### config.mk
export PLATFORM = sky130hd
export DESIGN_NAME = pc_fetch_unit
export DESIGN_NICKNAME = d
export VERILOG_FILES = /design/src/rtl/pc_fetch_unit.sv
export SDC_FILE = /design/constraint.sdc
export NUM_CORES = 1
export LEC_CHECK = 0
export BUFFER_PORTS_ARGS = -buffer_cell sky130_fd_sc_hd__buf_2
export CAP_MARGIN = 0
export CORE_UTILIZATION = 45
export DETAILED_ROUTE_END_ITERATION = 10
export MAX_ROUTING_LAYER = met4
export PLACE_DENSITY_LB_ADDON = 0.25
export SKIP_LAST_GASP = 1
export SYNTH_ARGS = -nofsm -noshare
export SYNTH_HDL_FRONTEND = slang
export SYNTH_SLANG_ARGS = --single-unit
### constraint.sdc
create_clock -name clk_i -period 3.9 [get_ports clk_i]
set_clock_uncertainty 0.2 [all_clocks]
set_input_delay 0.39 -clock clk_i [delete_from_list [all_inputs] [get_ports clk_i]]
set_output_delay 0.39 -clock clk_i [all_outputs]
set_load 0.005 [all_outputs]
### src/rtl/pc_fetch_unit.sv
// pc_fetch_unit: program-counter register and instruction fetch sequencer with flush redirect and memory-timeout fault.
module pc_fetch_unit #(
  parameter logic [31:0] RESET_PC       = 32'h0000_0000,
  parameter int unsigned TIMEOUT_CYCLES = 255
) (
  input  logic        clk_i,
  input  logic        rst_ni,
  input  logic [31:0] nextpc_i,
  input  logic        pc_advance_i,
  input  logic        stall_i,
  input  logic        flush_i,
  output logic        imem_req_o,
  output logic [31:0] imem_addr_o,
  input  logic        imem_ack_i,
  input  logic [31:0] imem_rdata_i,
  output logic [31:0] pc_o,
  output logic [31:0] outputpc_o,
  output logic [31:0] instr_o,
  output logic        instr_valid_o,
  output logic        fetch_fault_o
);
  typedef enum logic [1:0] {S_FETCH, S_HOLD, S_FLUSH, S_FAULT} state_t;
  localparam logic [7:0] LAST = 8'(TIMEOUT_CYCLES - 1);
  state_t      state_q, state_d;
  logic [31:0] pc_q, pc_d, instr_q, instr_d;
  logic        valid_q, valid_d, fault_q, fault_d;
  logic [7:0]  cnt_q, cnt_d;
  always_comb begin
    state_d = state_q;
    pc_d    = pc_q;
    instr_d = instr_q;
    valid_d = valid_q;
    fault_d = fault_q;
    cnt_d   = cnt_q;
    case (state_q)
      S_FETCH: begin
        if (flush_i) begin
          pc_d    = nextpc_i;
          valid_d = 1'b0;
          cnt_d   = '0;
          state_d = S_FLUSH;
        end else if (imem_ack_i) begin
          instr_d = imem_rdata_i;
          valid_d = 1'b1;
          cnt_d   = '0;
          state_d = S_HOLD;
        end else if (cnt_q == LAST) begin
          fault_d = 1'b1;
          state_d = S_FAULT;
        end else begin
          cnt_d = cnt_q + 8'd1;
        end
      end
      S_HOLD: begin
        if (flush_i) begin
          pc_d    = nextpc_i;
          valid_d = 1'b0;
          cnt_d   = '0;
          state_d = S_FLUSH;
        end else if (pc_advance_i && !stall_i) begin
          pc_d    = nextpc_i;
          valid_d = 1'b0;
          state_d = S_FETCH;
        end
      end
      S_FLUSH: begin
        pc_d    = flush_i ? nextpc_i : pc_q;
        state_d = flush_i ? S_FLUSH : S_FETCH;
      end
      default: ;
    endcase
  end
  always_ff @(posedge clk_i or negedge rst_ni) begin
    if (!rst_ni) begin
      state_q <= S_FETCH;
      pc_q    <= RESET_PC;
      instr_q <= '0;
      valid_q <= 1'b0;
      fault_q <= 1'b0;
      cnt_q   <= '0;
    end else begin
      state_q <= state_d;
      pc_q    <= pc_d;
      instr_q <= instr_d;
      valid_q <= valid_d;
      fault_q <= fault_d;
      cnt_q   <= cnt_d;
    end
  end
  // gating with reset kills an in-flight request the moment reset asserts
  assign imem_req_o    = (state_q == S_FETCH) && rst_ni;
  assign imem_addr_o   = pc_q;
  assign pc_o          = pc_q;
  assign outputpc_o    = pc_q + 32'd1;
  assign instr_o       = instr_q;
  assign instr_valid_o = valid_q;
  assign fetch_fault_o = fault_q;
endmodule

==> reports/results.tsv, run 1 <==
stage	metric	value	unit
route	wl	9046	um
timing	rsz0062_at_grt	no	
setup_path	cp_cell_sequence	nand4_1 -> nor4b_1 -> nand3_1 -> xnor2_1 -> buf_2	
synth	yosysSeqAreaShare	47.19	%
synth	avgSynthCellArea	11.92	um2
flow_run	cap_viol_max_count	0	
timing	relSlewSlack	36.38	%
place	gp_congestion	0.7855	
clock_tree	cts.path.max_buffers	2	
timing	finalSetupTns	0	ps
die	initial_core_util	46.44	%
timing	period_minus_slack	3100	ps
setup_path	crit_buf_inv	1	
synth	synth_cells	338	
hold_path	hold_class	in2reg	
power_and_ir_drop	ir_drop	381.2	uV
setup_path	crit_required	3310	ps
layout	nFillCells	769	
layout	drive_above_1_share	52.14	%
setup_path	cp-end-kind	primary output	
global_routing	grt_first_pass_wirelength	15300	um
route	vias_per_cell	5.088	
clock_tree	cts_buffers	9	
layout	post-route-cell-area	0.005126	mm2
route	drt_iter0_drc	77	
place	place_hpwl	6729	um
clock_tree	postCtsResizedCells	0	
route	drc	0	
synth	syn_area	0.004030	mm2
layout	regArea	0.001902	mm2
setup_path	worst-path-stages	5	
setup_path	crit_path_start_kind	flip-flop	
setup_path	critPathTopFamily	simple AND/OR/NAND/NOR gates	
setup_path	slowest_stage	nor4b_1	
setup_path	rr_worst_depth	6	
timing	hold_viol	0	
global_routing	grt_max_degree	77	
layout	syn_to_final_growth	27.20	%
synth	async_reset_ff_share	100.0	%
die	fp.dieH	96.64	um
route	wl_per_cell	14.52	um
setup_path	critPathKind	reg2out	
clock_tree	cts_htree_levels	3	
synth	synth_cell_types	45	
clock_tree	cts-root-buf	clkbuf_8	
outcome	status	finished clean	
power_and_ir_drop	leakage	0.002484	uW
clock_tree	cts_sinks	76	
setup_path	cpPeakStageDelay	830	ps
synth	synthFlopType	dfrtp_1	
layout	mostFrequentLayoutCell	buf_2	
global_routing	grt_overflow	0	
setup_path	arrival	2510	ps
global_routing	grt_antenna_before_repair	1	
clock_tree	cts_tree	yes	
timing	finalMaxSlewViolations	0	
timing	clock.fmax	322.6	MHz
synth	synth.net_count	414	
layout	multiInputGateArea	0.001810	mm2
synth	ys_warn_count	0	
clock_tree	postCtsSetupBuffers	0	
die	core_area	0.008678	mm2
setup_path	crit_fanout	8	
route	vias	3170	
timing	fin_crit_sh	79.49	%
layout	nets	585	
place	post_dp_cell_area	0.004907	mm2
timing	worst_slew_pin_slew	954.3	ps
place	placedCellCount	606	
die	die_area	0.009338	mm2
global_routing	grt_usage	20.71	%
clock_tree	cts_hold_buffers	0	
place	port_buffers	200	
power_and_ir_drop	cellPowerDensity	723.7	mW/mm2
clock_tree	clk_latency	340	ps
die	ios	201	
layout	stdcell_count	623	
clock_tree	path_clk_slew	80	ps
global_routing	grt_pass1_vias	3081	
route	ant_nets	0	
hold_path	hold_depth	2	
route	dr.pass1.iters	4	
synth	synth_edf_count	0	
timing	setup_violations	0	
die	die_width	96.64	um
synth	synth-seq-cells	76	
layout	most-common-layout-cells	buf_2, dfrtp_1, mux2_2, mux2_1, nand2_1	
die	rows	34	
-- where the power goes --
| group | internal, uW | switching, uW |
|---|---|---|
| registers | 1130 | 383 |
| clock network | 360 | 287 |
| logic | 879 | 675 |
-- sequential cells by signal, indices dropped and copies added, names as in the netlist --
name,cells
cnt_q,8
instr_valid_o,1
instr_o,32
state_q,2
fetch_fault_o,1
imem_addr_o,32
-- cells in the mapped netlist (2+ instances only) --
| cell type | number | area, um2 |
|---|---|---|
| dfrtp_1 | 76 | 1902 |
| mux2_2 | 35 | 394.1 |
| buf_4 | 32 | 240.2 |
| mux2_1 | 31 | 349.1 |
| nand2_1 | 16 | 60.06 |
| xnor2_1 | 15 | 131.4 |
| xor2_1 | 15 | 131.4 |
| nand3_1 | 14 | 70.07 |
| nor2_1 | 12 | 45.04 |
| inv_1 | 8 | 30.03 |
| nor4_2 | 7 | 87.58 |
| o31ai_1 | 7 | 52.55 |
| buf_2 | 6 | 30.03 |
| ha_1 | 6 | 75.07 |
| nand4_1 | 6 | 37.54 |
| a21boi_1 | 5 | 37.54 |
| clkbuf_1 | 4 | 15.01 |
| nor3_1 | 4 | 20.02 |
| and4_1 | 3 | 26.28 |
| o21ai_0 | 3 | 15.01 |
| or3_1 | 3 | 18.77 |
| or4_1 | 3 | 22.52 |
| and3_1 | 2 | 12.51 |
| nand4_2 | 2 | 25.02 |
| o21ai_1 | 2 | 10.01 |
| or3b_1 | 2 | 17.52 |
-- metal layers --
| metal | global-route usage [%] | wire length [um] | vias to the layer above |
|---|---|---|---|
| li1 | - | - | 1513 |
| met1 | 25.98 | 3893 | 1504 |
| met2 | 34.02 | 4471 | 142 |
| met3 | 3.829 | 564 | 11 |
| met4 | 6.544 | 116 | 0 |
| met5 | - | 0 | - |
-- per-stage QoR --
| step | total power (uW) | setup WS [ps] | utilization, % | hold slack, ps |
|---|---|---|---|---|
| floorplan | 2441 | 1528 | - | -105.6 |
| finish | 3710 | 799.9 | 59.07 | 57.77 |
| CTS | 3765 | 792.4 | 59.04 | 37.60 |
| detailed placement | 3100 | 1203 | 56.55 | 255.2 |
| global placement | 3052 | 1244 | 56.55 | 255.3 |
| global route | 3988 | 512.8 | 59.07 | 39.53 |
-- final timing paths --
check,end,start,slack (ps)
worst max-delay path,outputpc_o[17],imem_addr_o[5],800
worst min-delay path,instr_o[6],imem_rdata_i[6],60
worst max register to register,cnt_q[4],state_q[0],1420
worst min register to register,fetch_fault_o,fetch_fault_o,270
max in group asynchronous,imem_addr_o[22],rst_ni,2800
min in group asynchronous,instr_valid_o,rst_ni,80
-- cell families (layout without fill, tap and decap cells) --
family,Yosys count,in the layout,share of synthesized area (%)
other,0,1,0
XOR/XNOR,30,30,6.520
AND/OR/NAND/NOR,84,84,13.44
multiplexers,67,67,18.69
AO/OA/AOI/OAI,23,23,4.098
adder cells (fa/ha/maj),6,6,1.863
buffers and inverters,52,228,8.196
flip-flops,76,76,47.19
-- layout make-up --
class                   count  area share [%]
flip-flops and latches     76           37.10
multi-input cells         210           35.32
repair buffers            203           20.01
well taps                 108           2.636
clock buffers              10           2.490
clock inverters             6           1.733
inverters                   9          0.6590
diodes                      1         0.04882
No activity file was read; power rests on OpenSTA's default activity.
==> run 2, diff against run 1 <==
- CORE_UTILIZATION: 45 -> 42
- clock period: 3.9 -> 2.55 ns (I/O delays scaled with it)
==> reports/results.tsv, run 2 (same netlist as run 1, synthesis figures left out) <==
stage	metric	value	unit	change
layout	syn_to_final_growth	54.61	%	
die	die_width	99.96	um	+3.4%
setup_path	critPathCapture	outputpc_o[30]		
timing	rsz0062_at_grt	yes		
timing	relSlewSlack	60.28	%	+24 points
layout	nFillCells	720		-6.4%
timing	period_minus_slack	2566	ps	
route	wl	11080	um	+22%
flow_run	cap_viol_max_count	0		unchanged
timing	hold_viol	0		unchanged
clock_tree	path_clk_slew	90	ps	about the same
die	ios	201		unchanged
setup_path	arrival	2110	ps	-400 ps
route	vias_per_cell	4.849		-4.7%
setup_path	r2r_end	cnt_q[6]		
route	drc	0		unchanged
place	port_buffers	200		unchanged
clock_tree	cts_tree	yes		
global_routing	grt_max_degree	45		-42%
setup_path	startpoint	imem_addr_o[10]		
layout	stdcell_count	736		+18%
setup_path	rr_startpoint	state_q[0]		
clock_tree	clk_latency	340	ps	about the same
setup_path	cp-end-kind	primary output		
route	ant_nets	0		unchanged
place	place_ws	197.9	ps	-1005 ps
power_and_ir_drop	ir_drop	480.7	uV	+26%
setup_path	crit_fanout	4		-4
route	wl_per_cell	15.05	um	+3.7%
setup_path	crit_required	2100	ps	-1210 ps
clock_tree	cts_buffers	9		unchanged
layout	post-route-cell-area	0.006231	mm2	+22%
die	fp.dieH	99.96	um	+3.4%
clock_tree	cts-root-buf	clkbuf_8		
route	dr.pass1.iters	4		unchanged
power_and_ir_drop	total_power	6295	uW	+70%
die	core_area	0.009284	mm2	+7.0%
clock_tree	cts_htree_levels	3		unchanged
global_routing	grt_overflow	0		unchanged
place	placedCellCount	639		+5.4%
timing	clock.fmax	389.8	MHz	
global_routing	grt_usage	23.16	%	+2.5 points
global_routing	grt_first_pass_wirelength	17380	um	+14%
route	vias	3569		+13%
clock_tree	cts.path.max_buffers	2		unchanged
timing	whs	36.34	ps	-21.43 ps
setup_path	reg2reg_slack	270	ps	-1150 ps
hold_path	hold_class	in2reg		
die	initial_core_util	43.41	%	-3.0 points
timing	finalMaxSlewViolations	0		unchanged
layout	nets	678		+16%
layout	mostFrequentLayoutCell	buf_2		
die	rows	35		+2.9%
power_and_ir_drop	cellPowerDensity	1010	mW/mm2	+40%
place	gp_congestion	0.7978		+1.6%
timing	setup_violations	3		+3
setup_path	rr_worst_depth	7		+1
route	drt_iter0_drc	110		+43%
timing	fin_ws	-15.56	ps	-815.4 ps
global_routing	grt_pass1_vias	3640		+18%
hold_path	min-delay-start	imem_ack_i		
clock_tree	cts_sinks	76		unchanged
power_and_ir_drop	leakage	0.003054	uW	+23%
outcome	violations	setup timing		
setup_path	critPathKind	reg2out		
layout	most-common-layout-cells	buf_2, dfrtp_1, dlygate4sd3_1, mux2_2, mux2_1		
timing	fin_crit_sh	100.6	%	
place	place_hpwl	6991	um	+3.9%
layout	drive_above_1_share	50.74	%	-1.4 points
layout	antenna_cells	0		-1
place	post_dp_cell_area	0.005049	mm2	+2.9%
global_routing	grt_antenna_before_repair	0		-1
timing	worst_slew_pin_slew	595.8	ps	-358.6 ps
die	die_area	0.009991	mm2	+7.0%
outcome	status	complete, but fails checks		
setup_path	crit_path_start_kind	flip-flop		
run 2: cell count changes in the layout (fill, tap and decap cells not counted), sizes merged:
cell / previous run / this run
clkinvlp: 2 / 0
dlygate4sd3: 0 / 65
bufinv: 2 / 3
clkbuf: 10 / 9
or4: 4 / 5
diode: 1 / 0
clkinv: 3 / 5
buf: 203 / 230
run 2: metrics by stage:
stage	util, %	TNS [ps]
6_report	67.12	-41.45
5_1_grt	67.12	-820.7
4_1_cts	65.82	-556.6
3_5_place_dp	54.38	0
3_3_place_gp	54.38	0
2_1_floorplan	-	0
run 2: critical path, stage by stage, from the launching register on:
cell and delay [ps]:
dfrtp_1 390, nand4_4 130, or4_4 630, buf_12 170, nor4_4 140, xor2_1 160, buf_2 130
run 2: area by class of cell:
| cell class | instances | area, um2 | share of cell area, % |
|---|---|---|---|
| Clock buffer | 9 | 123.9 | 1.988 |
| Clock inverter | 7 | 125.1 | 2.008 |
| Tap cell | 129 | 161.4 | 2.590 |
| Timing Repair Buffer | 295 | 1929 | 30.96 |
| Inverter | 9 | 35.03 | 0.5622 |
| Multi-Input combinational cell | 211 | 1947 | 31.25 |
| Sequential cell | 76 | 1909 | 30.64 |
run 2: what timing repair did:
item                       4_1_cts  5_1_grt
cloned                           1        0
setup endpoints to repair       16       18
hold buffers                    65        0
hold endpoints to repair        96        0
resized for setup               14       11
pin swaps                        9       14
setup buffers                    6        9
run 2: worst min-delay path by stage:
stage | end | slack, ps | cells past startpoint
after floorplan | cnt_q[0] | -240 | 0
after global placement | instr_o[12] | 20 | 1
after detailed placement | instr_o[12] | 20 | 1
after CTS | state_q[1] | 20 | 4
after global routing | state_q[1] | 60 | 4
final | state_q[1] | 40 | 4
run 2: metal layers:
metal  part of all wire (%)  global-route usage (%)
met5                      0                       -
met4                    1.9                   9.276
met3                    5.7                   3.760
met2                     51                   40.42
met1                     41                   26.59
run 2: power breakdown:
| group | leakage [uW] | switching [uW] | internal [uW] |
|---|---|---|---|
| logic | 0.00202 | 1290 | 1600 |
| clock network | 0.000124 | 476 | 657 |
| registers | 0.000906 | 535 | 1730 |
| total | 0.00305 | 2310 | 3990 |
